**config.mk**
```make
export PLATFORM = sky130hd
export DESIGN_NAME = fwd_hazard_ctrl
export DESIGN_NICKNAME = d
export VERILOG_FILES = /design/src/rtl/cpu_pipe_pkg.sv /design/src/rtl/fwd_sel_gen.sv /design/src/rtl/fwd_hazard_ctrl.sv
export SDC_FILE = /design/constraint.sdc
export NUM_CORES = 1
export LEC_CHECK = 0
export CAP_MARGIN = 10
export CORE_MARGIN = 2
export CORE_UTILIZATION = 38
export CTS_CLUSTER_SIZE = 30
export DETAILED_ROUTE_END_ITERATION = 10
export PLACE_DENSITY = 0.8
export SYNTH_ARGS = -nofsm -noshare
export SYNTH_HDL_FRONTEND = slang
export SYNTH_SLANG_ARGS = --single-unit
export TNS_END_PERCENT = 1
```
**constraint.sdc**
```tcl
create_clock -name clk -period 2.3 [get_ports clk]
set_input_delay 0.46 -clock clk [delete_from_list [all_inputs] [get_ports clk]]
set_output_delay 0.46 -clock clk [all_outputs]
set_load 0.01 [all_outputs]
```
**src/rtl/cpu_pipe_pkg.sv**
```systemverilog
// cpu_pipe_pkg: shared operand-select codes and shadow-slot widths for the pipeline hazard logic.
package cpu_pipe_pkg;
   localparam int REG_ADDR_W_DEF = 5;
   localparam int SEL_CODE_W = 2;
   localparam logic [SEL_CODE_W-1:0] SEL_RF  = 2'b00;
   localparam logic [SEL_CODE_W-1:0] SEL_WB  = 2'b01;
   localparam logic [SEL_CODE_W-1:0] SEL_MEM = 2'b10;
   typedef enum logic {RUN, STALL} state_t;
endpackage

```
**src/rtl/fwd_sel_gen.sv**
```systemverilog
// fwd_sel_gen: compares one source register against the EX/MEM producers and returns its operand select.
module fwd_sel_gen
   import cpu_pipe_pkg::*;
#(
   parameter int W = REG_ADDR_W_DEF
) (
   input  logic [W-1:0]          rs,
   input  logic                  use_rs,
   input  logic                  ex_valid,
   input  logic [W-1:0]          ex_rd,
   input  logic                  ex_reg_write,
   input  logic                  mem_valid,
   input  logic [W-1:0]          mem_rd,
   input  logic                  mem_reg_write,
   output logic [SEL_CODE_W-1:0] sel
);
   logic ex_hit, mem_hit;
   always_comb begin
      ex_hit  = use_rs & ex_valid & ex_reg_write & (ex_rd != '0) & (ex_rd == rs);
      mem_hit = use_rs & mem_valid & mem_reg_write & (mem_rd != '0) & (mem_rd == rs);
      // the younger producer (EX) holds the newer value
      sel     = ex_hit ? SEL_MEM : mem_hit ? SEL_WB : SEL_RF;
   end
endmodule

```
**src/rtl/fwd_hazard_ctrl.sv**
```systemverilog
// fwd_hazard_ctrl: EX operand forwarding selects and load-use stall/bubble control.
// Define HAZARD_STALL_COUNT_EN to build the stall-cycle counter; otherwise stall_count is tied to zero.
module fwd_hazard_ctrl
   import cpu_pipe_pkg::*;
#(
   parameter int REG_ADDR_W = REG_ADDR_W_DEF,
   parameter int SEL_W = SEL_CODE_W
) (
   input  logic                  clk,
   input  logic                  rst,
   input  logic                  id_valid,
   input  logic [REG_ADDR_W-1:0] id_rs1,
   input  logic [REG_ADDR_W-1:0] id_rs2,
   input  logic                  id_use_rs1,
   input  logic                  id_use_rs2,
   input  logic [REG_ADDR_W-1:0] id_rd,
   input  logic                  id_reg_write,
   input  logic                  id_mem_read,
   input  logic                  flush,
   output logic [SEL_W-1:0]      fwd_a_sel,
   output logic [SEL_W-1:0]      fwd_b_sel,
   output logic                  stall,
   output logic                  bubble,
   output logic [31:0]           stall_count
);
   typedef struct packed {
      logic                  valid;
      logic [REG_ADDR_W-1:0] rd;
      logic                  reg_write;
      logic                  mem_read;
   } slot_t;
   slot_t ex;
   logic mem_valid, mem_reg_write;
   logic [REG_ADDR_W-1:0] mem_rd;
   state_t state;
   logic lu;
   logic [SEL_CODE_W-1:0] a_nxt, b_nxt;
   // after a stall EX holds the bubble, so lu is naturally quiet in STALL
   always_comb begin
      lu = (state == RUN) & ex.valid & ex.mem_read & ex.reg_write & (ex.rd != '0) & id_valid &
           ((id_use_rs1 & (id_rs1 == ex.rd)) | (id_use_rs2 & (id_rs2 == ex.rd)));
      stall  = lu & ~flush;
      bubble = stall;
   end
   fwd_sel_gen #(.W(REG_ADDR_W)) u_sel_a (
      .rs(id_rs1), .use_rs(id_use_rs1),
      .ex_valid(ex.valid), .ex_rd(ex.rd), .ex_reg_write(ex.reg_write),
      .mem_valid(mem_valid), .mem_rd(mem_rd), .mem_reg_write(mem_reg_write),
      .sel(a_nxt)
   );
   fwd_sel_gen #(.W(REG_ADDR_W)) u_sel_b (
      .rs(id_rs2), .use_rs(id_use_rs2),
      .ex_valid(ex.valid), .ex_rd(ex.rd), .ex_reg_write(ex.reg_write),
      .mem_valid(mem_valid), .mem_rd(mem_rd), .mem_reg_write(mem_reg_write),
      .sel(b_nxt)
   );
   always_ff @(posedge clk) begin
      if (rst) begin
         ex            <= '0;
         mem_valid     <= 1'b0;
         mem_rd        <= '0;
         mem_reg_write <= 1'b0;
         fwd_a_sel     <= SEL_RF;
         fwd_b_sel     <= SEL_RF;
         state         <= RUN;
      end else begin
         mem_valid     <= ex.valid;
         mem_rd        <= ex.rd;
         mem_reg_write <= ex.reg_write;
         ex            <= '{valid: id_valid & ~bubble & ~flush, rd: id_rd,
                            reg_write: id_reg_write, mem_read: id_mem_read};
         fwd_a_sel     <= (bubble | flush) ? SEL_RF : a_nxt;
         fwd_b_sel     <= (bubble | flush) ? SEL_RF : b_nxt;
         state         <= (state == RUN && stall) ? STALL : RUN;
      end
   end
`ifdef HAZARD_STALL_COUNT_EN
   always_ff @(posedge clk)
      stall_count <= rst ? 32'h0 : stall_count + 32'(stall);
`else
   assign stall_count = 32'h0;
`endif
endmodule

```
* After elaboration in Yosys (flattened, before gate mapping)
Index checks and enable logic that the tools add are counted.
** Storage, ports and cells
- Register bits :: 20
- Logic and storage cells :: 61
- Output and inout bits :: 38
** Operators by class
- Eq/ne operators :: 6
- Reduce and logical (&&, ||, !) cells :: 6
- Bitwise operators :: 32
- Multiplexer cells :: 5
** Operators with widths (number)
- $eq 5x5->1 :: 6
- $and 1x1->1 :: 27
- $reduce_bool 5->1 :: 2
- $reduce_or 3->1 :: 2
- $mux 2 :: 2
- $mux 1 :: 3
- $not 1->1 :: 3
- $or 1x1->1 :: 2
- $reduce_or 2->1 :: 1
- $logic_and 1x1->1 :: 1

* Longest topological paths before layout
Gate-level depths: netlist of the first run.
- Word-level depth :: 11
- Depth in mapped cells :: 6

* By module
A second synthesis of the first run with hierarchy kept.
** Second synthesis, totals
- Cells, all modules :: 146
- Area total of the unflattened synthesis :: 1296.2 um2
** By module, submodules not included
- fwd_hazard_ctrl :: times used 1, area an instance 975.9 um2, cells each 104
- fwd_sel_gen :: times used 2, area an instance 160.2 um2, cells each 21

* Worst setup path after synthesis of the first run
OpenSTA, ideal clock, no wires.
- Path type :: input to output
- Start :: input id_rs1[4]
- End :: output stall
- Path slack :: 0.118 ns
- Arrival time :: 1.722 ns
- Stages :: 6
- Buffers on the path :: 1
- Cell sequence :: xor2_1 nor4_2 nand3_1 a211o_2 nor2_1 buf_4
** On the way
- Longest elaborated chain between the ends :: 5
** Ends and longest elaborated chain
- from (decl) :: line fwd_hazard_ctrl.sv:12 : input logic [REG_ADDR_W-1:0] id_rs1,
- $eq 5x5->1 :: line fwd_hazard_ctrl.sv:41 : ((id_use_rs1 & (id_rs1 == ex.rd)) | (id_use_rs2 & (id_rs2 == ex.rd)));
- $and 1x1->1 :: line fwd_hazard_ctrl.sv:41
- $or 1x1->1 :: line fwd_hazard_ctrl.sv:41
- $and 1x1->1 :: line fwd_hazard_ctrl.sv:40 : lu = (state == RUN) & ex.valid & ex.mem_read & ex.reg_write & (ex.rd != '0) & id_valid &
- $and 1x1->1 :: line fwd_hazard_ctrl.sv:42 : stall = lu & ~flush;
- to (decl) :: line fwd_hazard_ctrl.sv:22 : output logic stall,
No other way between the ends.

* Final worst setup path of the first run
- Start :: input id_rs1[0]
- End :: output stall
The elaborated chain is that of the path after synthesis.

==> results_tabular.tex, run 1 <==
\begin{tabular}{lr}
\hline
Metric & Value \\
\hline
\multicolumn{2}{l}{\textbf{Run status}} \\
\quad Outcome & complete, but fails checks \\
\quad Failing checks & negative setup slack \\
\multicolumn{2}{l}{\textbf{Synthesis}} \\
\quad Count of cell types in the netlist & 21 \\
\quad Number of register bits inferred by synthesis & 20 \\
\quad Sequential area share after synthesis & 36.8\% \\
\quad Netlist Area Pre-Place & 0.00109 sq mm \\
\quad Cell count after synthesis & 115 \\
\quad Total number of yosys warnings & 0 \\
\quad Mean instance size in the synthesized netlist & 9.45 sq um \\
\multicolumn{2}{l}{\textbf{STA}} \\
\quad Final sum of negative setup slack & -0.0853 ns \\
\quad Setup repair after global routing missed its margin & yes \\
\quad Number of failing setup endpoints in the final timing report & 2 \\
\quad Number of hold violations in the final report & 0 \\
\quad Maximum clock frequency & 427 MHz \\
\quad Period Utilization, post-route & 102\% \\
\quad PnR worst setup slack & -0.0431 ns \\
\quad Min Clock Period, post-route & 2.34 ns \\
\quad Max Clock Skew & 0.0122 ns \\
\quad Number of pins with negative max-slew slack in the final report & 0 \\
\multicolumn{2}{l}{\textbf{Global route}} \\
\quad Maximum number of pins on one net before global-route repair & 16 \\
\quad Initial antenna violation count & 0 \\
\quad Final global-route overflow total & 0 \\
\quad Via count of the first global-routing pass & 751 \\
\quad Global-route wire length before repair & 3040 microns \\
\quad Tot GR Track Use & 12.1\% \\
\multicolumn{2}{l}{\textbf{Critical path}} \\
\quad Critical path launch point & id\_rs1[0] \\
\quad Kind of critical path & in2out \\
\quad Crit start category & primary input \\
\quad Crit end category & output pin \\
\quad Top fanout value on the critical path & 2 \\
\quad Critical R2R Launch & ex[6] \\
\quad Worst endpoint required time & 1.84 ns \\
\quad Data arrival time at the worst-slack endpoint & 1.88 ns \\
\multicolumn{2}{l}{\textbf{Route}} \\
\quad DR pass1 iterations & 3 \\
\quad Detail-routed net length per standard cell & 10.4 microns \\
\quad Number of nets with antenna violations after detailed routing & 0 \\
\quad Final WL & 2010 microns \\
\quad Detailed Route Iter0 Violations & 8 \\
\quad Via count of the routed design & 825 \\
\quad Number of remaining DRC errors & 0 \\
\quad Vias per cell & 4.25 \\
\multicolumn{2}{l}{\textbf{Power and ir drop}} \\
\quad Post-layout power & 783 uW \\
\quad Net Switching & 180 uW \\
\quad Max IR drop VDD & 347 uV \\
\quad Clock Power Share & 36.0\% \\
\quad Internal Pwr Total & 604 uW \\
\quad Switching power share of the total & 22.9\% \\
\quad Part of the total power dissipated in sequential elements & 47.0\% \\
\quad Static Leak & 0.000664 uW \\
\quad Part of the total power dissipated in combinational logic & 17.0\% \\
\quad Power density over the cells & 530 mW/mm\^{}2 \\
\multicolumn{2}{l}{\textbf{Floorplan}} \\
\quad Effective utilization at floorplan & 39.8\% \\
\quad Site Rows & 19 \\
\quad Full die area & 0.00331 sq mm \\
\quad Placeable core area & 0.00273 sq mm \\
\quad Boundary Pins & 61 \\
\quad Horizontal die dimension & 57.5 microns \\
\quad Chip Height & 57.5 microns \\
\multicolumn{2}{l}{\textbf{Clock network}} \\
\quad Reg clk slew, reported paths & 0.12 ns \\
\quad H-Tree Level Count & 1 \\
\quad Clock tree sinks & 20 \\
\quad Buffers from clock root to sink, at most & 2 \\
\quad Worst skew pair latency & 0.30 ns \\
\quad Clock tree from TritonCTS & done \\
\quad Clock buffer count from CTS & 3 \\
\quad Master cell of the clock root buffer & sky130\_fd\_sc\_hd\_\_clkbuf\_4 \\
\multicolumn{2}{l}{\textbf{Hold path}} \\
\quad Launch instance of the worst min-delay path & state \\
\quad Classification of the worst-slack hold path & reg2reg \\
\multicolumn{2}{l}{\textbf{Place}} \\
\quad Buffers on Ports & 28 \\
\quad Final weighted congestion of routability-driven global placement & 0.735 \\
\quad Detailed placer's ending HPWL & 1690 microns \\
\multicolumn{2}{l}{\textbf{Job}} \\
\quad \# Max-Cap Violations & 0 \\
\multicolumn{2}{l}{\textbf{Final layout}} \\
\quad Final core utilization & 54.1\% \\
\quad Antenna fix cells & 0 \\
\quad Ratio of cells with drive above 1 in the final layout & 21.5\% \\
\quad Nets@finish & 187 \\
\quad Synth-to-Final Area Change & 35.9\% \\
\hline
\end{tabular}
[flip-flops by register name (all words and copies together), names as in the netlist]
register and count:
mem_reg_write 1, fwd_a_sel 2, ex 8, mem_rd 5
fwd_b_sel 2, state 1, mem_valid 1
[synthesized netlist by cell type]
cell / n / share of area (%)
sky130_fd_sc_hd__a211o_2: 1 / 0.92
sky130_fd_sc_hd__a211oi_1: 2 / 1.4
sky130_fd_sc_hd__and3_1: 1 / 0.58
sky130_fd_sc_hd__buf_4: 33 / 23
sky130_fd_sc_hd__clkbuf_1: 1 / 0.34
sky130_fd_sc_hd__conb_1: 1 / 0.34
sky130_fd_sc_hd__dfxtp_1: 20 / 37
sky130_fd_sc_hd__inv_1: 1 / 0.34
sky130_fd_sc_hd__nand3_1: 5 / 2.3
sky130_fd_sc_hd__nand3b_1: 1 / 0.69
sky130_fd_sc_hd__nor2_1: 4 / 1.4
sky130_fd_sc_hd__nor2b_1: 14 / 8.1
sky130_fd_sc_hd__nor4_1: 3 / 1.7
sky130_fd_sc_hd__nor4_2: 2 / 2.3
sky130_fd_sc_hd__o2111ai_1: 1 / 0.81
sky130_fd_sc_hd__o21ai_0: 2 / 0.92
sky130_fd_sc_hd__o311a_1: 1 / 0.92
sky130_fd_sc_hd__or3_1: 1 / 0.58
sky130_fd_sc_hd__or4_1: 1 / 0.69
sky130_fd_sc_hd__xnor2_1: 4 / 3.2
sky130_fd_sc_hd__xor2_1: 16 / 13
[per-stage QoR]
step / cell area, sq um / hold WS (ns) / worst slack, ns / std cells
after global placement: 1390 / 0.413 / -0.714 / 187
after detailed placement: 1390 / 0.421 / -0.800 / 187
after global routing: 1480 / 0.456 / -0.172 / 194
final: 1480 / 0.449 / -0.0431 / 194
after CTS: 1440 / 0.444 / -0.108 / 192
after floorplan: 1200 / 0.401 / 0.118 / 146
[worst max-delay path, cell delays in order]
cell	delay, ns
sky130_fd_sc_hd__dlygate4sd2_1	0.26
sky130_fd_sc_hd__xor2_1	0.15
sky130_fd_sc_hd__nor4_2	0.26
sky130_fd_sc_hd__nand3_1	0.14
sky130_fd_sc_hd__a211o_2	0.39
sky130_fd_sc_hd__nor2_4	0.11
sky130_fd_sc_hd__buf_6	0.11
[timing repair]
action                                  4_1_cts  5_1_grt
hold buffers                                  0        0
gates resized for setup                      27        6
endpoints found under the setup margin        2        2
pin swaps                                     8        4
buffers inserted                              1        2
[power by group through the flow]
| stage | combinational, uW | sequential, uW | clock, uW |
|---|---|---|---|
| after floorplan | 104 | 374 | 0 |
| after CTS | 131 | 369 | 287 |
| after detailed placement | 133 | 377 | 0 |
| after global placement | 129 | 377 | 0 |
| after global routing | 145 | 370 | 302 |
| final | 133 | 368 | 282 |
[routing by layer]
metal	vias to the layer above	wire length, microns	GRT usage (%)
met5	-	0	0
met4	0	29	5.98
met3	4	193	2.27
met2	48	987	21.8
met1	363	802	13.5
li1	410	-	-
[layout by cell type (no fill, tap or decap)]
master,count
sky130_fd_sc_hd__conb_1,32
sky130_fd_sc_hd__buf_4,19
sky130_fd_sc_hd__clkdlybuf4s50_1,18
sky130_fd_sc_hd__xor2_1,16
sky130_fd_sc_hd__dfxtp_1,16
sky130_fd_sc_hd__nor2b_1,14
sky130_fd_sc_hd__nand3_1,5
sky130_fd_sc_hd__xnor2_1,4
sky130_fd_sc_hd__dlygate4sd2_1,4
sky130_fd_sc_hd__nor4_1,3
sky130_fd_sc_hd__nor2_1,3
sky130_fd_sc_hd__clkbuf_4,3
sky130_fd_sc_hd__nor4_2,2
sky130_fd_sc_hd__o21ai_0,2
sky130_fd_sc_hd__a211oi_1,2
sky130_fd_sc_hd__dfxtp_2,2
sky130_fd_sc_hd__dfxtp_4,2
sky130_fd_sc_hd__clkdlybuf4s15_1,2
sky130_fd_sc_hd__buf_6,2
sky130_fd_sc_hd__nand3b_1,1
sky130_fd_sc_hd__or3_1,1
sky130_fd_sc_hd__o311a_1,1
sky130_fd_sc_hd__inv_1,1
sky130_fd_sc_hd__a211o_2,1
sky130_fd_sc_hd__nor2_4,1
sky130_fd_sc_hd__or4_1,1
sky130_fd_sc_hd__o2111ai_1,1
sky130_fd_sc_hd__and3_1,1
sky130_fd_sc_hd__bufinv_16,1
sky130_fd_sc_hd__buf_2,1
sky130_fd_sc_hd__clkdlybuf4s15_2,1
[cell type report]
type                       count  area, sq um
inverter                       1         3.75
clock buffer                   3         22.5
sequential                    20          410
tap                           31         38.8
multi-input combinational     91          556
timing repair buffer          47          417
clock inverter                 1         30.0
fill                         249         1260
[logic make-up after synthesis]
group / Yosys count / share of synthesized area (%)
simple gates: 32 / 18.3
flops: 20 / 36.8
buf+inv: 35 / 23.5
other cells: 1 / 0.345
xor+xnor: 20 / 16.1
compound gates: 7 / 4.95
[path summary, 6_finish.rpt]
check,to,slack (ns),cells past startpoint
max,stall,-0.04,7
min,state,0.45,1
max reg2reg,ex[7],0.58,6
min reg2reg,state,0.45,1
Power figures use the tool's default switching activity.
==> run 2: changes to the inputs <==
--- a/config.mk
+++ b/config.mk
@@ -6,11 +6,13 @@
 export NUM_CORES = 1
 export LEC_CHECK = 0
 export CAP_MARGIN = 10
+export CELL_PAD_IN_SITES_DETAIL_PLACEMENT = 1
+export CELL_PAD_IN_SITES_GLOBAL_PLACEMENT = 1
 export CORE_MARGIN = 2
-export CORE_UTILIZATION = 38
+export CORE_UTILIZATION = 27
 export CTS_CLUSTER_SIZE = 30
 export DETAILED_ROUTE_END_ITERATION = 10
-export PLACE_DENSITY = 0.8
+export PLACE_DENSITY_LB_ADDON = 0.1
 export SYNTH_ARGS = -nofsm -noshare
 export SYNTH_HDL_FRONTEND = slang
 export SYNTH_SLANG_ARGS = --single-unit
==> run 2 against run 1 <==
The flow still finishes with violations (negative setup slack). Clock skew fell by 0.0081 ns. Register-to-register slack got worse by 0.45 ns. Setup slack improved by 0.032 ns. Global-route usage rose by 0.44 points. Worst hold slack got worse by 0.021 ns. Critical path type is now reg2out. Critical endpoint is now bubble. Highest routed layer unchanged.
==> results_tabular.tex, run 2 (synthesis gave the netlist of run 1 again) <==
\begin{tabular}{lr}
\hline
Metric & Value \\
\hline
\multicolumn{2}{l}{\textbf{Clock network}} \\
\quad Buffers from clock root to sink, at most & 2 (unchanged) \\
\quad H-Tree Level Count & 1 (unchanged) \\
\quad Post-CTS Hold Fix Bufs & 0 (unchanged) \\
\quad Clock tree sinks & 20 (unchanged) \\
\quad Reg clk slew, reported paths & 0.07 ns (was 0.12 ns) \\
\quad Clock buffer count from CTS & 3 (unchanged) \\
\quad Clock tree from TritonCTS & done (unchanged) \\
\quad Master cell of the clock root buffer & sky130\_fd\_sc\_hd\_\_clkbuf\_8 (was sky130\_fd\_sc\_hd\_\_clkbuf\_4) \\
\quad Worst skew pair latency & 0.26 ns (was 0.30 ns) \\
\multicolumn{2}{l}{\textbf{Global route}} \\
\quad Maximum number of pins on one net before global-route repair & 16 (unchanged) \\
\quad Tot GR Track Use & 12.5\% (was 12.1\%) \\
\quad Via count of the first global-routing pass & 914 (was 751) \\
\quad Initial antenna violation count & 0 (unchanged) \\
\quad Final global-route overflow total & 0 (unchanged) \\
\quad Global-route wire length before repair & 4150 microns (was 3040 microns) \\
\multicolumn{2}{l}{\textbf{Critical path}} \\
\quad Worst endpoint required time & 1.84 ns (about the same) \\
\quad Slowest stage cell, crit path & sky130\_fd\_sc\_hd\_\_a211o\_2 (unchanged) \\
\quad Crit end category & output pin (unchanged) \\
\quad Crit start category & flop (was primary input) \\
\quad Kind of critical path & reg2out (was in2out) \\
\quad Top fanout value on the critical path & 3 (was 2) \\
\quad Combined buffer and inverter count along the critical path & 1 (was 2) \\
\quad Highest cell delay on the worst timing path & 0.37 ns (was 0.39 ns) \\
\quad Ordered list of cells on the worst path & xor2\_1 > nor4\_2 > nand3\_1 > a211o\_2 > nor2\_2 > buf\_2 (was dlygate4sd2\_1 > xor2\_1 > nor4\_2 > nand3\_1 > a211o\_2 > nor2\_4 > buf\_6) \\
\quad Top cell family by delay on the critical path & simple AND/OR/NAND/NOR gates (unchanged) \\
\quad Data arrival time at the worst-slack endpoint & 1.85 ns (was 1.88 ns) \\
\multicolumn{2}{l}{\textbf{Final layout}} \\
\quad Antenna fix cells & 0 (unchanged) \\
\quad Synth-to-Final Area Change & 40.4\% (was 35.9\%) \\
\quad Commonest cells after routing, fill and taps aside & 32 x sky130\_fd\_sc\_hd\_\_conb\_1, 26 x sky130\_fd\_sc\_hd\_\_buf\_4, 17 x sky130\_fd\_sc\_hd\_\_clkdlybuf4s50\_1, 16 x sky130\_fd\_sc\_hd\_\_xor2\_1, 16 x sky130\_fd\_sc\_hd\_\_dfxtp\_1 (was 32 x sky130\_fd\_sc\_hd\_\_conb\_1, 19 x sky130\_fd\_sc\_hd\_\_buf\_4, 18 x sky130\_fd\_sc\_hd\_\_clkdlybuf4s50\_1, 16 x sky130\_fd\_sc\_hd\_\_xor2\_1, 16 x sky130\_fd\_sc\_hd\_\_dfxtp\_1) \\
\quad Nets@finish & 194 (was 187) \\
\quad Number of flip-flops under the largest register name & 8 (unchanged) \\
\quad Ratio of cells with drive above 1 in the final layout & 28.8\% (was 21.5\%) \\
\quad Final core utilization & 38.7\% (was 54.1\%) \\
\quad Post-layout instance area & 0.00153 sq mm (was 0.00148 sq mm) \\
\quad Register with the highest flop count & ex (unchanged) \\
\quad Registers with the most flip-flops & ex: 8 flops, mem\_rd: 5 flops (unchanged) \\
\quad Leading cell type in the layout, fill and taps excluded & sky130\_fd\_sc\_hd\_\_conb\_1 (unchanged) \\
\multicolumn{2}{l}{\textbf{STA}} \\
\quad Number of hold violations in the final report & 0 (unchanged) \\
\quad Number of failing setup endpoints in the final timing report & 2 (unchanged) \\
\quad Max Clock Skew & 0.00409 ns (was 0.0122 ns) \\
\quad PnR worst setup slack & -0.0108 ns (was -0.0431 ns) \\
\quad Number of pins with negative max-slew slack in the final report & 0 (unchanged) \\
\quad Min Clock Period, post-route & 2.31 ns (was 2.34 ns) \\
\quad Maximum clock frequency & 433 MHz (was 427 MHz) \\
\quad Period Utilization, post-route & 100\% (was 102\%) \\
\quad Setup repair after global routing missed its margin & yes (unchanged) \\
\multicolumn{2}{l}{\textbf{Power and ir drop}} \\
\quad Power density over the cells & 506 mW/mm\^{}2 (was 530 mW/mm\^{}2) \\
\quad Static Leak & 0.000690 uW (was 0.000664 uW) \\
\quad Max IR drop VDD & 238 uV (was 347 uV) \\
\multicolumn{2}{l}{\textbf{Route}} \\
\quad Detailed Route Iter0 Violations & 33 (was 8) \\
\quad Vias per cell & 3.93 (was 4.25) \\
\quad Detail-routed net length per standard cell & 11.4 microns (was 10.4 microns) \\
\quad Final WL & 2510 microns (was 2010 microns) \\
\quad DR pass1 iterations & 4 (was 3) \\
\quad Number of remaining DRC errors & 0 (unchanged) \\
\quad Via count of the routed design & 864 (was 825) \\
\quad Number of nets with antenna violations after detailed routing & 0 (unchanged) \\
\multicolumn{2}{l}{\textbf{Place}} \\
\quad Detailed placer's ending HPWL & 2020 microns (was 1690 microns) \\
\quad Buffers on Ports & 28 (unchanged) \\
\quad Final weighted congestion of routability-driven global placement & 0.769 (was 0.735) \\
\quad Placed cell areas & 0.00142 sq mm (was 0.00139 sq mm) \\
\multicolumn{2}{l}{\textbf{Floorplan}} \\
\quad Horizontal die dimension & 67.5 microns (was 57.5 microns) \\
\quad Boundary Pins & 61 (unchanged) \\
\quad Effective utilization at floorplan & 27.6\% (was 39.8\%) \\
\quad Placeable core area & 0.00394 sq mm (was 0.00273 sq mm) \\
\quad Chip Height & 67.5 microns (was 57.5 microns) \\
\quad Full die area & 0.00455 sq mm (was 0.00331 sq mm) \\
\quad Site Rows & 23 (was 19) \\
\multicolumn{2}{l}{\textbf{Run status}} \\
\quad Failing checks & negative setup slack (unchanged) \\
\quad Outcome & complete, but fails checks (unchanged) \\
\multicolumn{2}{l}{\textbf{Hold path}} \\
\quad Classification of the worst-slack hold path & reg2reg (unchanged) \\
\multicolumn{2}{l}{\textbf{Job}} \\
\quad \# Max-Cap Violations & 0 (unchanged) \\
\hline
\end{tabular}
run 2: cell types whose count changed in the layout (fill, tap and decap cells not counted), moves of 2 or more:
cell                            delta
sky130_fd_sc_hd__clkbuf_2          +2
sky130_fd_sc_hd__clkbuf_8          +4
sky130_fd_sc_hd__buf_6             -2
sky130_fd_sc_hd__buf_2             +5
sky130_fd_sc_hd__clkbuf_4          -3
sky130_fd_sc_hd__dlygate4sd2_1     -3
sky130_fd_sc_hd__buf_4             +7
run 2: final timing paths:
check / depth (start not counted) / startpoint / end / slack, ns
setup / recovery: 6 / ex[2] / bubble / -0.01
hold / removal: 1 / state / state / 0.43
setup reg to reg: 12 / ex[6] / fwd_a_sel[0] / 0.13
hold reg to reg: 1 / state / state / 0.43
run 2: area by class of cell:
cell class                 instances  area [sq um]
clock buffer                       4          55.1
fill                             470          2420
inverter                           1          3.75
multi-input combinational         91           559
sequential                        20           410
tap                               50          62.6
timing repair buffer              54           435
run 2: power by group:
| group | switching [uW] | internal (uW) | leakage [uW] |
|---|---|---|---|
| sequential | 12.0 | 358 | 0.000166 |
| combinational | 64.6 | 70.5 | 0.000495 |
| clock | 115 | 152 | 0.0000288 |
run 2: what timing repair did:
item,4_1_cts,5_1_grt
resized for setup,38,8
pin swaps,8,9
setup buffers,10,0
endpoints found under the setup margin,2,4
run 2: layer usage:
metal	wire length [microns]	share of wire [%]	global-route usage (%)
met5	0	0	0
met4	56	2.2	6.12
met3	130	5.2	2.00
met2	1320	53	21.7
met1	1000	40	14.9
run 2: worst reg2reg max path, cell delays in order (launching register included):
cell and delay [ns]:
sky130_fd_sc_hd__dfxtp_4 0.36, sky130_fd_sc_hd__xor2_1 0.14, sky130_fd_sc_hd__nor4_1 0.29, sky130_fd_sc_hd__nand3_1 0.17
sky130_fd_sc_hd__buf_4 0.16, sky130_fd_sc_hd__buf_4 0.12, sky130_fd_sc_hd__buf_4 0.12, sky130_fd_sc_hd__buf_4 0.12
sky130_fd_sc_hd__buf_4 0.12, sky130_fd_sc_hd__buf_4 0.12, sky130_fd_sc_hd__buf_4 0.13, sky130_fd_sc_hd__o21ai_2 0.12
sky130_fd_sc_hd__a211oi_2 0.07
run 2: per-stage QoR:
| step | setup slack, ns | power (uW) | TNS (ns) | hold slack [ns] | std cells |
|---|---|---|---|---|---|
| floorplan | 0.118 | 478 | 0 | 0.401 | 146 |
| global placement | -0.784 | 512 | -1.57 | 0.409 | 207 |
| detailed placement | -0.834 | 514 | -1.65 | 0.424 | 207 |
| CTS | -0.0202 | 788 | -0.0350 | 0.438 | 221 |
| global route | -0.0938 | 821 | -0.186 | 0.464 | 220 |
| finish | -0.0108 | 773 | -0.0167 | 0.428 | 220 |
